===== src/rtl/slc3_io_pkg.sv =====
// Shared types and defaults for the SLC-3 board input conditioner.
// Latency: n/a (declarations only).
// Backpressure: n/a.
package slc3_io_pkg;

    typedef enum logic [1:0] {
        RELEASED,
        PRESS_WAIT,
        PRESSED,
        RELEASE_WAIT
    } key_state_t;

    localparam logic [15:0] DEBOUNCE_CYCLES_DEF = 16'd50000;
    localparam logic [15:0] COMBO_CYCLES_DEF    = 16'd25000;
    localparam int          SW_WIDTH_DEF        = 10;

    // Counters hold at all-ones rather than wrapping back to zero.
    function automatic logic [15:0] sat_inc(input logic [15:0] v);
        return (v == 16'hFFFF) ? v : v + 16'd1;
    endfunction

endpackage


===== src/rtl/slc3_input_conditioner_if.sv =====
// Pin-side raw inputs and conditioned outputs of the SLC-3 input stage.
// Latency: n/a (wiring only).
// Backpressure: none; all signals are free-running levels or pulses.
interface slc3_input_conditioner_if
    import slc3_io_pkg::*;
#(
    parameter int SW_WIDTH = SW_WIDTH_DEF
);
    logic                Run_raw;
    logic                Continue_raw;
    logic [SW_WIDTH-1:0] SW_raw;
    logic                Run;
    logic                Continue;
    logic                run_pulse;
    logic                continue_pulse;
    logic [SW_WIDTH-1:0] SW;
    logic                sw_changed;
    logic                combo_reset;

    modport master (
        output Run_raw, Continue_raw, SW_raw,
        input  Run, Continue, run_pulse, continue_pulse, SW, sw_changed, combo_reset
    );

    modport slave (
        input  Run_raw, Continue_raw, SW_raw,
        output Run, Continue, run_pulse, continue_pulse, SW, sw_changed, combo_reset
    );
endinterface


===== src/rtl/key_debouncer.sv =====
// Two-flop synchronizer plus debounce FSM for one active-low key.
// Latency: 2 + DEBOUNCE_CYCLES clock edges from a stable raw edge to level.
// Backpressure: none; suppress only masks the press pulse.
module key_debouncer
    import slc3_io_pkg::*;
#(
    parameter logic [15:0] DEBOUNCE_CYCLES = DEBOUNCE_CYCLES_DEF
)(
    input  logic clk,
    input  logic rst_n,
    input  logic raw,
    input  logic suppress,
    output logic level,
    output logic press_pulse
);
    logic        sync_q1;
    logic        sync_q2;
    key_state_t  state;
    logic [15:0] cnt;
    logic [15:0] cnt_inc;
    logic        terminal;

    assign cnt_inc  = sat_inc(cnt);
    // The entry cycle already counts as the first stable sample.
    assign terminal = (cnt_inc == DEBOUNCE_CYCLES - 16'd1);

    always_ff @(posedge clk or negedge rst_n) begin
        if (!rst_n) begin
            sync_q1 <= 1'b1;
            sync_q2 <= 1'b1;
        end else begin
            sync_q1 <= raw;
            sync_q2 <= sync_q1;
        end
    end

    always_ff @(posedge clk or negedge rst_n) begin
        if (!rst_n) begin
            state       <= RELEASED;
            cnt         <= 16'd0;
            level       <= 1'b1;
            press_pulse <= 1'b0;
        end else begin
            press_pulse <= 1'b0;
            case (state)
                RELEASED: begin
                    if (!sync_q2) begin
                        state <= PRESS_WAIT;
                        cnt   <= 16'd0;
                    end
                end
                PRESS_WAIT: begin
                    if (sync_q2) begin
                        state <= RELEASED;
                    end else if (terminal) begin
                        state       <= PRESSED;
                        level       <= 1'b0;
                        press_pulse <= ~suppress;
                    end else begin
                        cnt <= cnt_inc;
                    end
                end
                PRESSED: begin
                    if (sync_q2) begin
                        state <= RELEASE_WAIT;
                        cnt   <= 16'd0;
                    end
                end
                RELEASE_WAIT: begin
                    if (!sync_q2) begin
                        state <= PRESSED;
                    end else if (terminal) begin
                        state <= RELEASED;
                        level <= 1'b1;
                    end else begin
                        cnt <= cnt_inc;
                    end
                end
                default: state <= RELEASED;
            endcase
        end
    end

endmodule


===== src/rtl/slc3_input_conditioner.sv =====
// Synchronizes/debounces Run, Continue and switches; makes press pulses and combo reset.
// Latency: 2 + DEBOUNCE_CYCLES edges for keys and switches; combo_reset 1 edge to drop.
// Backpressure: none; outputs are levels and single-cycle pulses.
module slc3_input_conditioner
    import slc3_io_pkg::*;
#(
    parameter logic [15:0] DEBOUNCE_CYCLES = DEBOUNCE_CYCLES_DEF,
    parameter logic [15:0] COMBO_CYCLES    = COMBO_CYCLES_DEF,
    parameter int          SW_WIDTH        = SW_WIDTH_DEF
)(
    input  logic                    Clk,
    input  logic                    Reset_n,
    slc3_input_conditioner_if.slave io
);
    logic                run_lvl;
    logic                cont_lvl;
    logic                run_pls;
    logic                cont_pls;
    logic                combo_q;
    logic                combo_hold;
    logic [15:0]         combo_cnt;
    logic                both_low;
    logic [SW_WIDTH-1:0] sw_q1;
    logic [SW_WIDTH-1:0] sw_q2;
    logic [SW_WIDTH-1:0] sw_prev;
    logic [SW_WIDTH-1:0] sw_q;
    logic                sw_chg_q;
    logic [15:0]         sw_cnt;
    logic [15:0]         sw_cnt_inc;

    key_debouncer #(.DEBOUNCE_CYCLES(DEBOUNCE_CYCLES)) u_run_key (
        .clk         (Clk),
        .rst_n       (Reset_n),
        .raw         (io.Run_raw),
        .suppress    (combo_hold),
        .level       (run_lvl),
        .press_pulse (run_pls)
    );

    key_debouncer #(.DEBOUNCE_CYCLES(DEBOUNCE_CYCLES)) u_cont_key (
        .clk         (Clk),
        .rst_n       (Reset_n),
        .raw         (io.Continue_raw),
        .suppress    (combo_hold),
        .level       (cont_lvl),
        .press_pulse (cont_pls)
    );

    always_ff @(posedge Clk or negedge Reset_n) begin
        if (!Reset_n) begin
            sw_q1 <= '0;
            sw_q2 <= '0;
        end else begin
            sw_q1 <= io.SW_raw;
            sw_q2 <= sw_q1;
        end
    end

    assign sw_cnt_inc = sat_inc(sw_cnt);

    always_ff @(posedge Clk or negedge Reset_n) begin
        if (!Reset_n) begin
            sw_prev  <= '0;
            sw_cnt   <= 16'd0;
            sw_q     <= '0;
            sw_chg_q <= 1'b0;
        end else begin
            sw_prev  <= sw_q2;
            sw_chg_q <= 1'b0;
            if (sw_q2 != sw_prev) begin
                sw_cnt <= 16'd0;
            end else begin
                sw_cnt <= sw_cnt_inc;
                // A bus that settled back on the current value commits nothing.
                if ((sw_cnt_inc == DEBOUNCE_CYCLES - 16'd1) && (sw_q2 != sw_q)) begin
                    sw_q     <= sw_q2;
                    sw_chg_q <= 1'b1;
                end
            end
        end
    end

    assign both_low = ~run_lvl & ~cont_lvl;

    // combo_hold outlives combo_reset until both keys are up, muting re-presses.
    always_ff @(posedge Clk or negedge Reset_n) begin
        if (!Reset_n) begin
            combo_cnt  <= 16'd0;
            combo_q    <= 1'b0;
            combo_hold <= 1'b0;
        end else if (both_low) begin
            combo_cnt <= sat_inc(combo_cnt);
            if (combo_cnt == COMBO_CYCLES - 16'd1) begin
                combo_q    <= 1'b1;
                combo_hold <= 1'b1;
            end
        end else begin
            combo_cnt <= 16'd0;
            combo_q   <= 1'b0;
            if (run_lvl && cont_lvl) begin
                combo_hold <= 1'b0;
            end
        end
    end

    assign io.Run            = run_lvl;
    assign io.Continue       = cont_lvl;
    assign io.run_pulse      = run_pls;
    assign io.continue_pulse = cont_pls;
    assign io.SW             = sw_q;
    assign io.sw_changed     = sw_chg_q;
    assign io.combo_reset    = combo_q;

endmodule


===== src/flat_wrapper.sv =====
// flat-port wrapper written by rule: the top's interface ports become plain ports
module slc3_input_conditioner_flat import slc3_io_pkg::*;
#(
    parameter logic [15:0] DEBOUNCE_CYCLES = DEBOUNCE_CYCLES_DEF,
    parameter logic [15:0] COMBO_CYCLES    = COMBO_CYCLES_DEF,
    parameter int          SW_WIDTH        = SW_WIDTH_DEF
)
  (Clk, Reset_n, io_Run_raw, io_Continue_raw, io_SW_raw, io_Run, io_Continue, io_run_pulse, io_continue_pulse, io_SW, io_sw_changed, io_combo_reset);
  slc3_input_conditioner_if #(.SW_WIDTH(SW_WIDTH)) io_i ();
  input  logic Clk;
  input  logic Reset_n;
  input wire logic [$bits(io_i.Run_raw)-1:0] io_Run_raw;
  input wire logic [$bits(io_i.Continue_raw)-1:0] io_Continue_raw;
  input wire logic [$bits(io_i.SW_raw)-1:0] io_SW_raw;
  output wire logic [$bits(io_i.Run)-1:0] io_Run;
  output wire logic [$bits(io_i.Continue)-1:0] io_Continue;
  output wire logic [$bits(io_i.run_pulse)-1:0] io_run_pulse;
  output wire logic [$bits(io_i.continue_pulse)-1:0] io_continue_pulse;
  output wire logic [$bits(io_i.SW)-1:0] io_SW;
  output wire logic [$bits(io_i.sw_changed)-1:0] io_sw_changed;
  output wire logic [$bits(io_i.combo_reset)-1:0] io_combo_reset;
  assign io_i.Run_raw = io_Run_raw;
  assign io_i.Continue_raw = io_Continue_raw;
  assign io_i.SW_raw = io_SW_raw;
  assign io_Run = io_i.Run;
  assign io_Continue = io_i.Continue;
  assign io_run_pulse = io_i.run_pulse;
  assign io_continue_pulse = io_i.continue_pulse;
  assign io_SW = io_i.SW;
  assign io_sw_changed = io_i.sw_changed;
  assign io_combo_reset = io_i.combo_reset;
  slc3_input_conditioner #(.DEBOUNCE_CYCLES(DEBOUNCE_CYCLES), .COMBO_CYCLES(COMBO_CYCLES), .SW_WIDTH(SW_WIDTH)) u_core (.Clk(Clk), .Reset_n(Reset_n), .io(io_i));
endmodule

===== config.mk =====
export PLATFORM = sky130hd
export DESIGN_NAME = slc3_input_conditioner_flat
export DESIGN_NICKNAME = d
export VERILOG_FILES = /design/src/rtl/slc3_io_pkg.sv /design/src/rtl/slc3_input_conditioner_if.sv /design/src/rtl/key_debouncer.sv /design/src/rtl/slc3_input_conditioner.sv /design/src/flat_wrapper.sv
export SDC_FILE = /design/constraint.sdc
export NUM_CORES = 1
export LEC_CHECK = 0
export CORE_MARGIN = 2
export CORE_UTILIZATION = 60
export CTS_CLUSTER_SIZE = 24
export DETAILED_ROUTE_END_ITERATION = 16
export PLACE_DENSITY_LB_ADDON = 0.05
export SETUP_SLACK_MARGIN = 0.3
export SLEW_MARGIN = 20
export SYNTH_ARGS = -nofsm -noshare
export SYNTH_HDL_FRONTEND = slang
export SYNTH_SLANG_ARGS = --single-unit

===== constraint.sdc =====
create_clock -name Clk -period 8.2 [get_ports Clk]
set_input_delay 1.23 -clock Clk [delete_from_list [all_inputs] [get_ports Clk]]
set_output_delay 1.23 -clock Clk [all_outputs]
set_load 0.005 [all_outputs]

==> run_results.csv <==
group,metric,value,unit
grt,grt_pass1_vias,4916,
final_layout,fill_cells,789,
clocking,h-tree-depth,4,
drt,via_per_inst,6.24,
critical_path,worstPathMaxFanout,12,
sta,drv_slew,0,
grt,grt_max_degree,75,
final_layout,final_common_cell,"dfrtp_1",
drt,final_antenna_net_count,0,
yosys,ys_warn_count,0,
worst_hold_path,hp-class,"reg2reg",
placement,place_hpwl,9450,µm
worst_hold_path,hold_depth,0,
clocking,holdBufCountCts,0,
critical_path,rr_startpoint,"u_core.u_run_key.cnt[3]",
flow_run,cap_violations,0,
drt,drt-total-wl,14100,µm
grt,track_usage,26.6,%
clocking,clk_path_buf_depth,2,
final_layout,antenna_cells,0,
yosys,syn_avg_cell_area,9.75,µm²
yosys,ys_dominant_reg_cell,"dfrtp_1",
sta,maxSlewHeadroom,38.5,%
sta,min_period_over_period,43.2,%
yosys,syn_area,6270,µm²
grt,grt_pass1_wl,23800,µm
power,power_leakage,2.95,nW
floorplan,die_w,106,µm
critical_path,cpLargestDelayFamily,"compound AO/OA/AOI/OAI gates",
floorplan,start_util,61.3,%
yosys,yosys_register_bits,119,
placement,port_buffers,29,
floorplan,core-area,10200,µm²
floorplan,design.die.area,11300,µm²
worst_hold_path,min-delay-start,"u_core.sw_q1[8]",
drt,detail_route.wl_per_cell,17.4,µm
run_status,status,"completed",
drt,drc,0,
clocking,cts-root-buf,"clkbuf_8",
critical_path,reg2reg_depth,7,
placement,place_congestion,0.916,
grt,antenna_found_initial,0,
clocking,clk_latency,0.53,ns
floorplan,fp-row-count,37,
critical_path,reg2reg_to,"u_core.u_run_key.cnt[6]",
sta,fin_skew,0.0145,ns
yosys,synth-async-reset-ratio,100,%
clocking,cts.clk_slew.worst_paths,0.06,ns
yosys,synth_fp_nets,661,
clocking,cts_made_buffers,17,
critical_path,cp.buffers_inverters,1,
yosys,yosys.cell_types.count,66,
yosys,synth_enable_flop_cells,0,
clocking,cts_tree,"done",
final_layout,nets,681,
sta,hold_viol_final,0,
clocking,post_cts_buffers,0,
floorplan,die_y,106,µm
critical_path,slowest_delay,0.63,ns
final_layout,synthToLayoutAreaGrowth,14.3,%
drt,first_pass_iters,5,
sta,setup_tns,0,ns
grt,grt_overflow_total,0,
critical_path,arrival,3.95,ns
final_layout,final_cell_area,7170,µm²
critical_path,cp_data_required_time,8.61,ns
sta,setup-violations-final,0,
power,finalPower,0.00138,W
power,power_density,193,nW/µm²
final_layout,layout_common_cells,"dfrtp_1, nand2_1, nor2_1",
power,irDropWorstVdd,0.165,mV
yosys,synth_cells,643,
critical_path,crit_type,"reg2reg",
sta,max_freq,0.282,GHz
critical_path,cp_cell_sequence,"nand4_1 > or3_1 > o31a_1 > a211o_1 > o31ai_2 > buf_4 > mux2_2",
yosys,synth_seq_area_share,47.6,%
worst_hold_path,min_to,"u_core.sw_q2[8]",
critical_path,cp_slowest_cell,"o31ai_2",
clocking,ctsResizeCount,0,
clocking,clock_sinks,119,
final_layout,drive_gt1_share,9.76,%
drt,via_count,5070,
floorplan,io_pins,30,
placement,placed_area,6610,µm²
critical_path,end_kind,"flip-flop",
drt,drtIter0Drc,331,
critical_path,start_kind,"flip-flop",
sta,worst_slew_pin_slew,0.915,ns
sta,rsz0062_at_grt,"false",
critical_path,reg2reg_setup_slack,4.66,ns
sta,finalCriticalPeriod,3.54,ns
-- synth_stat cells (all sizes together), types with 9 or more instances --
master / instances / share of area [%]
and3: 22 / 2.2
nand4: 26 / 2.8
a21oi: 24 / 1.9
inv: 9 / 0.54
a31oi: 10 / 1.0
dfrtp: 113 / 45
nand2: 59 / 3.5
nor4: 14 / 1.9
xor2: 24 / 3.4
nand3: 33 / 2.8
nor3: 26 / 2.1
xnor2: 27 / 3.8
clkbuf: 11 / 0.68
nor2: 50 / 3.0
o21ai: 34 / 2.7
mux2: 13 / 2.3
and4: 11 / 1.5
buf: 21 / 1.8
or3: 10 / 1.0
-- final cells by class --
cell class              count  area [µm²]  area share [%]
multi-input cells         482        3090            43.2
flip-flops and latches    119        2990            41.6
clock buffers              20         435            6.07
repair buffers             33         318            4.43
well taps                 136         170            2.37
clock inverters            12         128            1.78
inverters                  10        37.5           0.524
-- cell families after synthesis --
group,synth area share [%]
buf+inv,3.03
simple gates,24.6
mux,3.45
compound gates,13.4
fa+ha+maj,0.798
flops,47.6
xor+xnor,7.12
-- sequential cells by signal, summed over array words and instances, names as in the netlist, named ones only --
signal and cells:
u_core.io.sw_changed 1, u_core.combo_cnt 16, u_core.u_cont_key.level 1, u_core.u_run_key.press_pulse 1, u_core.combo_hold 1, u_core.sw_cnt 16, u_core.io.combo_reset 1, u_core.sw_q1 10
u_core.u_run_key.cnt 16, u_core.u_cont_key.sync_q2 1, u_core.u_cont_key.state 1, u_core.u_cont_key.press_pulse 1, u_core.sw_q2 10, u_core.u_run_key.state 1, u_core.u_run_key.sync_q2 1, u_core.io.SW 10
u_core.u_run_key.sync_q1 1, u_core.u_cont_key.cnt 16, u_core.u_cont_key.sync_q1 1, u_core.sw_prev 10, u_core.u_run_key.level 1
-- routing by layer --
metal | part of all wire, % | track usage [%] | vias to the layer above
li1 | - | - | 2412
met1 | 44 | 34.5 | 2502
met2 | 49 | 43.5 | 135
met3 | 4.8 | 6.13 | 21
met4 | 2.1 | 10.8 | 0
met5 | 0 | 0 | -
-- through the flow --
step	hold slack (ns)	std cells	setup WS (ns)	utilization, %
finish	0.344	812	4.66	70.1
global route	0.357	812	4.43	70.1
CTS	0.349	812	4.69	70.1
detailed placement	0.336	780	4.71	64.6
global placement	0.334	780	4.80	64.6
floorplan	0.331	643	5.44	-
-- power breakdown --
part	internal (W)	leakage, nW	switching (W)
combinational	0.0000227	1.13	0.0000309
clock	0.000439	0.267	0.000265
sequential	0.000603	1.55	0.0000237
-- worst reg2reg max path, delay by kind of cell (launching register included) --
family	cells	cell delay, ns
AOI/OAI and AO/OA	3	1.25
and+or+nand+nor	2	1.01
DFF	1	0.51
muxes	1	0.35
buffers and inverters	1	0.32
-- worst max-delay path by stage --
stage	start	endpoint	slack, ns	depth (start not counted)
2_1_floorplan	u_core.sw_cnt[0]	u_core.io.SW[0]	5.44	9
3_3_place_gp	u_core.u_run_key.cnt[0]	u_core.u_run_key.cnt[6]	4.80	8
3_5_place_dp	u_core.u_run_key.cnt[3]	u_core.u_run_key.cnt[6]	4.71	7
4_1_cts	u_core.u_run_key.cnt[3]	u_core.u_run_key.cnt[6]	4.69	7
5_1_grt	u_core.u_run_key.cnt[3]	u_core.u_run_key.cnt[6]	4.43	7
6_report	u_core.u_run_key.cnt[3]	u_core.u_run_key.cnt[6]	4.66	7
Note: power is estimated with default switching activity, not from simulation.
